### src/rtl/menu_controller_if.sv
// Keyboard and vsync inputs plus frame-aligned menu/game outputs of menu_controller.
// The master drives keys and vsync. The slave is the controller, which also reports its FSM state.
interface menu_controller_if;
  logic [7:0] key;
  logic       key_valid;
  logic       vsync_in;
  logic       menu_open;
  logic       game_pause;
  logic [1:0] cursor;
  logic [1:0] speed_level;
  logic       speed_update;
  logic       game_restart;
  logic [1:0] state_dbg;

  modport master (
    output key, key_valid, vsync_in,
    input  menu_open, game_pause, cursor, speed_level, speed_update, game_restart, state_dbg
  );

  modport slave (
    input  key, key_valid, vsync_in,
    output menu_open, game_pause, cursor, speed_level, speed_update, game_restart, state_dbg
  );
endinterface

### src/rtl/menu_controller.sv
// Keyboard-driven menu sequencer: every visible change is applied on a vsync rising edge.
// Optional MENU_AUTOCLOSE_EN adds an inactivity frame counter that auto-closes the menu.
module menu_controller #(
  parameter int COOLDOWN_CYCLES = 4,
  parameter int N_ITEMS         = 3,
  parameter int TIMEOUT_FRAMES  = 600
) (
  input logic             clk,
  input logic             rst,
  menu_controller_if.slave bus
);
  typedef enum logic [1:0] {
    ST_CLOSED     = 2'd0,
    ST_OPEN_PEND  = 2'd1,
    ST_OPEN       = 2'd2,
    ST_APPLY_PEND = 2'd3
  } state_e;

  localparam int CW = (COOLDOWN_CYCLES < 1) ? 1 : $clog2(COOLDOWN_CYCLES + 1);
  localparam logic [CW-1:0] COOL_LOAD = CW'(COOLDOWN_CYCLES);
  localparam logic [1:0]    LAST_ITEM = 2'(N_ITEMS - 1);
  localparam logic [2:0]    N_ITEMS_W = 3'(N_ITEMS);
  localparam logic [1:0]    ACT_RESUME  = 2'd0;
  localparam logic [1:0]    ACT_SPEED   = 2'd1;
  localparam logic [1:0]    ACT_RESTART = 2'd2;
  localparam logic [7:0]    KEY_ESC   = 8'h1B;
  localparam logic [7:0]    KEY_UP    = 8'h77;
  localparam logic [7:0]    KEY_DOWN  = 8'h73;
  localparam logic [7:0]    KEY_ENTER = 8'h0D;
  localparam logic [7:0]    KEY_1     = 8'h31;
  localparam logic [7:0]    KEY_2     = 8'h32;
  localparam logic [7:0]    KEY_3     = 8'h33;

  state_e        state_q, state_d;
  logic [CW-1:0] cooldown_q, cooldown_d;
  logic          vsync_q, vsync_d;
  logic          edge_q, edge_d;
  logic [1:0]    cursor_q, cursor_d;
  logic [1:0]    action_q, action_d;
  logic          menu_open_q, menu_open_d;
  logic          game_pause_q, game_pause_d;
  logic [1:0]    speed_q, speed_d;
  logic          speed_update_q, speed_update_d;
  logic          restart_q, restart_d;
`ifdef MENU_AUTOCLOSE_EN
  logic [15:0]   frame_cnt_q, frame_cnt_d;
`endif

  logic       key_accept;
  logic [1:0] digit_sel;
  logic       digit_ok;

  always_comb begin
    key_accept = bus.key_valid && (cooldown_q == '0) &&
                 ((state_q == ST_CLOSED) || (state_q == ST_OPEN));
    // '1'..'3' map to item 0..2 through the low two ASCII bits.
    digit_sel  = bus.key[1:0] - 2'd1;
    digit_ok   = ({1'b0, digit_sel} < N_ITEMS_W);

    state_d        = state_q;
    cursor_d       = cursor_q;
    action_d       = action_q;
    menu_open_d    = menu_open_q;
    game_pause_d   = game_pause_q;
    speed_d        = speed_q;
    speed_update_d = 1'b0;
    restart_d      = 1'b0;
    vsync_d        = bus.vsync_in;
    edge_d         = bus.vsync_in & ~vsync_q;
    cooldown_d     = key_accept ? COOL_LOAD :
                     ((cooldown_q != '0) ? cooldown_q - CW'(1) : '0);
`ifdef MENU_AUTOCLOSE_EN
    frame_cnt_d    = frame_cnt_q;
`endif

    case (state_q)
      ST_CLOSED: begin
        if (key_accept && (bus.key == KEY_ESC)) state_d = ST_OPEN_PEND;
      end
      ST_OPEN_PEND: begin
        if (edge_q) begin
          menu_open_d  = 1'b1;
          game_pause_d = 1'b1;
          cursor_d     = 2'd0;
          state_d      = ST_OPEN;
`ifdef MENU_AUTOCLOSE_EN
          frame_cnt_d  = '0;
`endif
        end
      end
      ST_OPEN: begin
        if (key_accept) begin
`ifdef MENU_AUTOCLOSE_EN
          frame_cnt_d = '0;
`endif
          case (bus.key)
            KEY_ESC: begin
              action_d = ACT_RESUME;
              state_d  = ST_APPLY_PEND;
            end
            KEY_UP:   cursor_d = (cursor_q == 2'd0) ? LAST_ITEM : cursor_q - 2'd1;
            KEY_DOWN: cursor_d = (cursor_q == LAST_ITEM) ? 2'd0 : cursor_q + 2'd1;
            KEY_ENTER: begin
              action_d = cursor_q;
              state_d  = ST_APPLY_PEND;
            end
            KEY_1, KEY_2, KEY_3: begin
              if (digit_ok) begin
                cursor_d = digit_sel;
                action_d = digit_sel;
                state_d  = ST_APPLY_PEND;
              end
            end
            default: ;
          endcase
        end
`ifdef MENU_AUTOCLOSE_EN
        else if (edge_q) begin
          frame_cnt_d = frame_cnt_q + 16'd1;
          if (frame_cnt_d == 16'(TIMEOUT_FRAMES)) begin
            action_d = ACT_RESUME;
            state_d  = ST_APPLY_PEND;
          end
        end
`endif
      end
      ST_APPLY_PEND: begin
        if (edge_q) begin
          // Items beyond RESTART fall through to the RESUME behaviour.
          if (action_q == ACT_SPEED) begin
            speed_d        = speed_q + 2'd1;
            speed_update_d = 1'b1;
            state_d        = ST_OPEN;
`ifdef MENU_AUTOCLOSE_EN
            frame_cnt_d    = '0;
`endif
          end else begin
            restart_d    = (action_q == ACT_RESTART);
            menu_open_d  = 1'b0;
            game_pause_d = 1'b0;
            state_d      = ST_CLOSED;
          end
        end
      end
      default: state_d = ST_CLOSED;
    endcase
  end

  always_ff @(posedge clk) begin
    if (rst) begin
      state_q        <= ST_CLOSED;
      cooldown_q     <= '0;
      vsync_q        <= 1'b0;
      edge_q         <= 1'b0;
      cursor_q       <= 2'd0;
      action_q       <= ACT_RESUME;
      menu_open_q    <= 1'b0;
      game_pause_q   <= 1'b0;
      speed_q        <= 2'd1;
      speed_update_q <= 1'b0;
      restart_q      <= 1'b0;
`ifdef MENU_AUTOCLOSE_EN
      frame_cnt_q    <= '0;
`endif
    end else begin
      state_q        <= state_d;
      cooldown_q     <= cooldown_d;
      vsync_q        <= vsync_d;
      edge_q         <= edge_d;
      cursor_q       <= cursor_d;
      action_q       <= action_d;
      menu_open_q    <= menu_open_d;
      game_pause_q   <= game_pause_d;
      speed_q        <= speed_d;
      speed_update_q <= speed_update_d;
      restart_q      <= restart_d;
`ifdef MENU_AUTOCLOSE_EN
      frame_cnt_q    <= frame_cnt_d;
`endif
    end
  end

  assign bus.menu_open    = menu_open_q;
  assign bus.game_pause   = game_pause_q;
  assign bus.cursor       = cursor_q;
  assign bus.speed_level  = speed_q;
  assign bus.speed_update = speed_update_q;
  assign bus.game_restart = restart_q;
  assign bus.state_dbg    = state_q;
endmodule
### src/flat_wrapper.sv
// flat-port wrapper written by rule: the top's interface ports become plain ports
module menu_controller_flat 
#(
  parameter int COOLDOWN_CYCLES = 4,
  parameter int N_ITEMS         = 3,
  parameter int TIMEOUT_FRAMES  = 600
)
  (clk, rst, bus_key, bus_key_valid, bus_vsync_in, bus_menu_open, bus_game_pause, bus_cursor, bus_speed_level, bus_speed_update, bus_game_restart, bus_state_dbg);
  menu_controller_if bus_i ();
  input logic clk;
  input logic rst;
  input wire logic [$bits(bus_i.key)-1:0] bus_key;
  input wire logic [$bits(bus_i.key_valid)-1:0] bus_key_valid;
  input wire logic [$bits(bus_i.vsync_in)-1:0] bus_vsync_in;
  output wire logic [$bits(bus_i.menu_open)-1:0] bus_menu_open;
  output wire logic [$bits(bus_i.game_pause)-1:0] bus_game_pause;
  output wire logic [$bits(bus_i.cursor)-1:0] bus_cursor;
  output wire logic [$bits(bus_i.speed_level)-1:0] bus_speed_level;
  output wire logic [$bits(bus_i.speed_update)-1:0] bus_speed_update;
  output wire logic [$bits(bus_i.game_restart)-1:0] bus_game_restart;
  output wire logic [$bits(bus_i.state_dbg)-1:0] bus_state_dbg;
  assign bus_i.key = bus_key;
  assign bus_i.key_valid = bus_key_valid;
  assign bus_i.vsync_in = bus_vsync_in;
  assign bus_menu_open = bus_i.menu_open;
  assign bus_game_pause = bus_i.game_pause;
  assign bus_cursor = bus_i.cursor;
  assign bus_speed_level = bus_i.speed_level;
  assign bus_speed_update = bus_i.speed_update;
  assign bus_game_restart = bus_i.game_restart;
  assign bus_state_dbg = bus_i.state_dbg;
  menu_controller #(.COOLDOWN_CYCLES(COOLDOWN_CYCLES), .N_ITEMS(N_ITEMS), .TIMEOUT_FRAMES(TIMEOUT_FRAMES)) u_core (.clk(clk), .rst(rst), .bus(bus_i));
endmodule
### config.mk
export PLATFORM = sky130hd
export DESIGN_NAME = menu_controller_flat
export DESIGN_NICKNAME = d
export VERILOG_FILES = /design/src/rtl/menu_controller_if.sv /design/src/rtl/menu_controller.sv /design/src/flat_wrapper.sv
export SDC_FILE = /design/constraint.sdc
export NUM_CORES = 1
export LEC_CHECK = 0
export ABC_AREA = 1
export CELL_PAD_IN_SITES_DETAIL_PLACEMENT = 2
export CELL_PAD_IN_SITES_GLOBAL_PLACEMENT = 2
export CORE_UTILIZATION = 27
export DETAILED_ROUTE_END_ITERATION = 6
export PLACE_DENSITY_LB_ADDON = 0.1
export SYNTH_ARGS = -nofsm -noshare
export SYNTH_HDL_FRONTEND = slang
export SYNTH_SLANG_ARGS = --single-unit
### constraint.sdc
create_clock -name clk -period 1.8 [get_ports clk]
set_input_delay 0.36 -clock clk [delete_from_list [all_inputs] [get_ports clk]]
set_output_delay 0.36 -clock clk [all_outputs]
set_load 0.02 [all_outputs]
Word-level counts from Yosys, hierarchy flattened
Cells that the tools add are included.
{ "word_totals": {"reg_bits": 16, "input_bits": 12, "output_inout_bits": 10, "word_cells": 88} }
{ "classes": {"n_addsub": 5, "n_lt_le_gt_ge": 1, "eq_ne": 22, "n_mux": 23, "bitwise": 5, "reduce_logical": 21} }
{ "ops": {"columns": ["op", "count"], "rows": [
  ["8-bit by 6-bit == test with 1-bit output, second input constant", 3],
  ["2-bit 2-to-1 mux", 11],
  ["8-bit by 7-bit == test with 1-bit output, second input constant", 2],
  ["2-bit one-hot mux with 3 select lines", 2],
  ["3-bit OR reduction", 3],
  ["2-bit == test, second input constant", 4],
  ["8-bit by 4-bit == test with 1-bit output, second input constant", 1],
  ["8-bit by 5-bit == test with 1-bit output, second input constant", 1],
  ["2-bit by 1-bit != test with 1-bit output, second input constant", 4],
  ["2-bit one-hot mux with 2 select lines", 2],
  ["2-bit one-hot mux with 4 select lines", 1],
  ["4-bit AND reduction", 2],
  ["3-bit 2-to-1 mux", 2],
  ["6-bit AND reduction", 1],
  ["3-bit nonzero test", 2],
  ["5-bit AND reduction", 1],
  ["2-bit by 1-bit adder with 2-bit output, second input constant", 2],
  ["2-bit by 1-bit == test with 1-bit output, second input constant", 2],
  ["2-bit logical NOT", 2],
  ["1-bit 2-to-1 mux", 4],
  ["2-bit != test, second input constant", 2],
  ["4-bit != test, second input constant", 1],
  ["1-bit inverter", 4],
  ["2-bit nonzero test", 2],
  ["13 further kinds", 16]
]} }

Depth between registers and ports, before layout
{ "depth": {"ltp_word": 6, "mapped_depth": 11, "depth_no_buf": 11} }

Least setup slack after synthesis
Ideal clock, no wire load.
{ "synth_timing": {"path_kind": "register -> register", "startpoint": "register u_core.state_q[1] (netlist: u_core.bus.state_dbg[1])", "endpoint": "register u_core.state_q[1] (netlist: u_core.bus.state_dbg[1])", "arrival_ns": 1.356, "slack_ns": 0.331, "path_stages_with_launch": 11, "n_path_buf": 0, "period_less_slack_ns": 1.469, "path_cell_list": "dfxtp_1 inv_1 ha_1 inv_1 nand2_1 nand2_1 inv_1 a21oi_1 nand3_1 nor2_1 nor2_1"} }
{ "synth_via": {"elab_chain_len": 6} }
{ "synth_lines": {"columns": ["item", "line", "rtl"], "rows": [
  ["start, declared", "menu_controller.sv:34", "state_e state_q, state_d;"],
  ["start signal, assigned", "menu_controller.sv:166", "state_q <= state_d;"],
  ["2-bit == test or 2-bit logical NOT (tied branches)", "menu_controller.sv:55, menu_controller.sv:76", null],
  ["1-bit logical OR", "menu_controller.sv:55", "((state_q == ST_CLOSED) || (state_q == ST_OPEN));"],
  ["1-bit logical AND", "menu_controller.sv:54", "key_accept = bus.key_valid && (cooldown_q == '0) &&"],
  ["1-bit logical AND", "menu_controller.sv:78", "if (key_accept && (bus.key == KEY_ESC)) state_d = ST_OPEN_PEND;"],
  ["2-bit != test (no line)", null, null],
  ["6-bit AND reduction (no line)", null, null]
]} }
Several ways; a longest one is shown, not always the timed one.
A chain may end at the register's enable or synchronous reset.

Final worst setup path
{ "layout_timing": {"startpoint": "register u_core.state_q[1] (netlist: u_core.bus.state_dbg[1])", "endpoint": "output port bus_state_dbg[1]"} }
{ "layout_rtl": {"columns": ["item", "line", "rtl"], "rows": [
  ["end, declared", "flat_wrapper.sv:21", "output wire logic [$bits(bus_i.state_dbg)-1:0] bus_state_dbg;"]
]} }
No word-level cell between the ends.

==> reports/summary.txt <==
Wirelength, routed - 3237 um
Max cap viols - 0
Leakage Power - 0.7318 nW
Core area - 3771 um2
Std-Cell Rows - 22
DP Wirelength - 2702 um
DR WL/cell - 13.16 um
Post-DRT Antenna Nets - 0
CP bufs+invs - 1
Antenna Cells - 0
Layout cell share with drive strength beyond 1 - 0.1717
Final hold violation count - 0
CP Capture Type - output pin
IO Pins - 22
WP data required - 1.44 ns
Family with the most delay on the worst path - buffers and inverters
IO buf count - 21
Nets - 225
Placer Congestion - 0.7701
Vias in the first global route - 1,232
VDD IR max - 0.4274 mV
Chip Width - 65.75 um
Synth warn - 0
Dpl cell area - 1443 um2
Largest area contributor in the netlist - dfxtp_1
Worst min path class - reg -> reg
All-Layer GR Usage - 0.1670
Relative slew slack - 0.7475
Sink Count - 16
Final Cycle Share - 0.9539
First-pass DRT Iterations - 4
Setup violators final - 0
CTS tree - done
Largest cells by area after synthesis - dfxtp_1, ha_1, inv_1, nand2_1, nor2_1
Total CTS buffers - 3
H-tree levels - 1
Largest net degree at the start of global routing - 10
Fmax - 582.4 MHz
Pwr Total - 1.366 mW
Final setup margin - 0.08291 ns
Storage cell area - 320.3 um2
Post-Synthesis Cells - 163
EDFF count, synth - 0
Area of the multi-input gates - 693.2 um2
Max Slew Vio Count - 0
Worst path cell trace - clkdlybuf4s50_1
Worst EP arrival - 1.36 ns
CP Max Fanout - 6
Biggest cell delay along the critical path - 0.65 ns
Fillers - 455
Cell Area, Synth - 1097 um2
Status - finished, final reports clean
Pwr dens - 885.1 nW/um2
Ys async rst share - 0
Slowest stage cell, crit path - clkdlybuf4s50_1
Clock Latency Late Sink - 0.25 ns
Dpl ws - -0.3397 ns
Worst setup SP type - flip-flop
Drt via density - 4.606
Gr ovfl total - 0
Final Critical Period - 1.717 ns
Synthesized Nets - 189
Worst-path clk slew - 0.06 ns
First-pass GRT wire length - 5437 um
Setup Buffers After CTS - 0
Initial core utilization - 0.2910
Clock buffer depth - 2
Area Growth Syn to Fin - 40.59%
Initial antenna violation count - 0
Sequential fraction of the synthesis area - 0.2919
Synthesized area per cell - 6.732 um2
Unique masters post-synth - 22
Clk_skew - 0.0009895 ns
Initial DRC count - 19
Via count - 1,133
Synth Register Bits - 16
# DRC - 0
Post-synth top flop - dfxtp_1
CTS Root Cell - clkbuf_8
Tightest Pin Transition - 0.3788 ns
Hold buffer count at CTS - 0
Final instance area - 1543 um2
Crit Path Class - reg -> out
Die height - 65.75 um
Synth top area share - 0.2919
Die area - 4323 um2
[metrics by stage]
| stage | hold WS [ns] | TNS (ns) | std cells | util |
|---|---|---|---|---|
| 2_1_floorplan | 0.3728 | 0 | 163 | - |
| 3_3_place_gp | 0.3793 | -0.8794 | 242 | 0.3825 |
| 3_5_place_dp | 0.4005 | -1.484 | 242 | 0.3825 |
| 4_1_cts | 0.4099 | 0 | 246 | 0.4008 |
| 5_1_grt | 0.4109 | -0.006132 | 246 | 0.4091 |
| 6_report | 0.4044 | 0 | 246 | 0.4091 |
[sequential cells by signal, indices dropped and copies added (netlist names)]
register,count
u_core.cooldown_q,3
u_core.action_q,2
u_core.bus.cursor,2
u_core.bus.speed_level,2
u_core.bus.state_dbg,2
u_core.bus.game_restart,1
u_core.bus.menu_open,1
u_core.bus.speed_update,1
u_core.edge_q,1
u_core.vsync_q,1
[synthesized netlist by cell type (2+ instances only)]
| cell type | n |
|---|---|
| nand3_1 | 13 |
| inv_1 | 31 |
| dfxtp_1 | 16 |
| nand2_2 | 3 |
| nand2_1 | 31 |
| nor2_2 | 2 |
| a21oi_1 | 7 |
| nor2_4 | 2 |
| ha_1 | 14 |
| o21ai_0 | 5 |
| nor2_1 | 24 |
| nor3_1 | 5 |
[logic make-up (layout without fill, tap and decap cells)]
logic type                 Yosys count  count (layout)  share of synthesized area
DFF                                 16              16                     0.2919
xor gates and xnor gates             1               1                   0.007983
buffers and inverters               33              68                     0.1163
adders and majority gates           14              14                     0.1596
and+or+nand+nor                     82              82                     0.3364
AOI/OAI and AO/OA                   17              17                    0.08781
[cell type report]
| type | instances | area share |
|---|---|---|
| Tap cell | 48 | 0.03893 |
| Multi-Input combinational cell | 114 | 0.4493 |
| Sequential cell | 16 | 0.2076 |
| Clock buffer | 4 | 0.03569 |
| Inverter | 32 | 0.07786 |
| Timing Repair Buffer | 32 | 0.1906 |
[placed cells by master, fill, tap and decap left out, types with 4 or more instances in the layout]
cell | synthesis | layout
nor2_2 | 2 | 5
nor2_1 | 24 | 21
nand3_1 | 13 | 11
nand2_1 | 31 | 28
clkdlybuf4s50_1 | 0 | 19
dfxtp_1 | 16 | 16
clkbuf_8 | 0 | 4
nand2_2 | 3 | 5
a21oi_1 | 7 | 7
buf_4 | 1 | 11
nor3_1 | 5 | 5
o21ai_0 | 5 | 4
ha_1 | 14 | 12
inv_1 | 31 | 31
[worst paths after layout]
path | start | endpoint | slack [ns] | depth (start not counted)
worst max-delay path | u_core.bus.state_dbg[1] | bus_state_dbg[1] | 0.08 | 1
worst min-delay path | u_core.vsync_q | u_core.edge_q | 0.40 | 1
worst max register to register | u_core.bus.state_dbg[1] | u_core.bus.cursor[0] | 0.17 | 8
worst min register to register | u_core.vsync_q | u_core.edge_q | 0.40 | 1
[power breakdown]
group / switching, mW / total (mW) / internal, mW
combinational: 0.351 / 0.592 / 0.241
sequential: 0.0466 / 0.457 / 0.410
clock: 0.123 / 0.317 / 0.194
[per-layer routing]
layer / GRT usage / up-vias / routed length (um)
met5: 0 / - / 0
met4: 0.03261 / 0 / 22
met3: 0.04514 / 4 / 102
met2: 0.2985 / 24 / 1664
met1: 0.1969 / 532 / 1448
li1: - / 573 / -
[timing repair]
item / in CTS / in global routing
pin swaps: 1 / 3
setup endpoints to repair: 1 / 6
resized for setup: 6 / 9
Power figures use the tool's default switching activity.
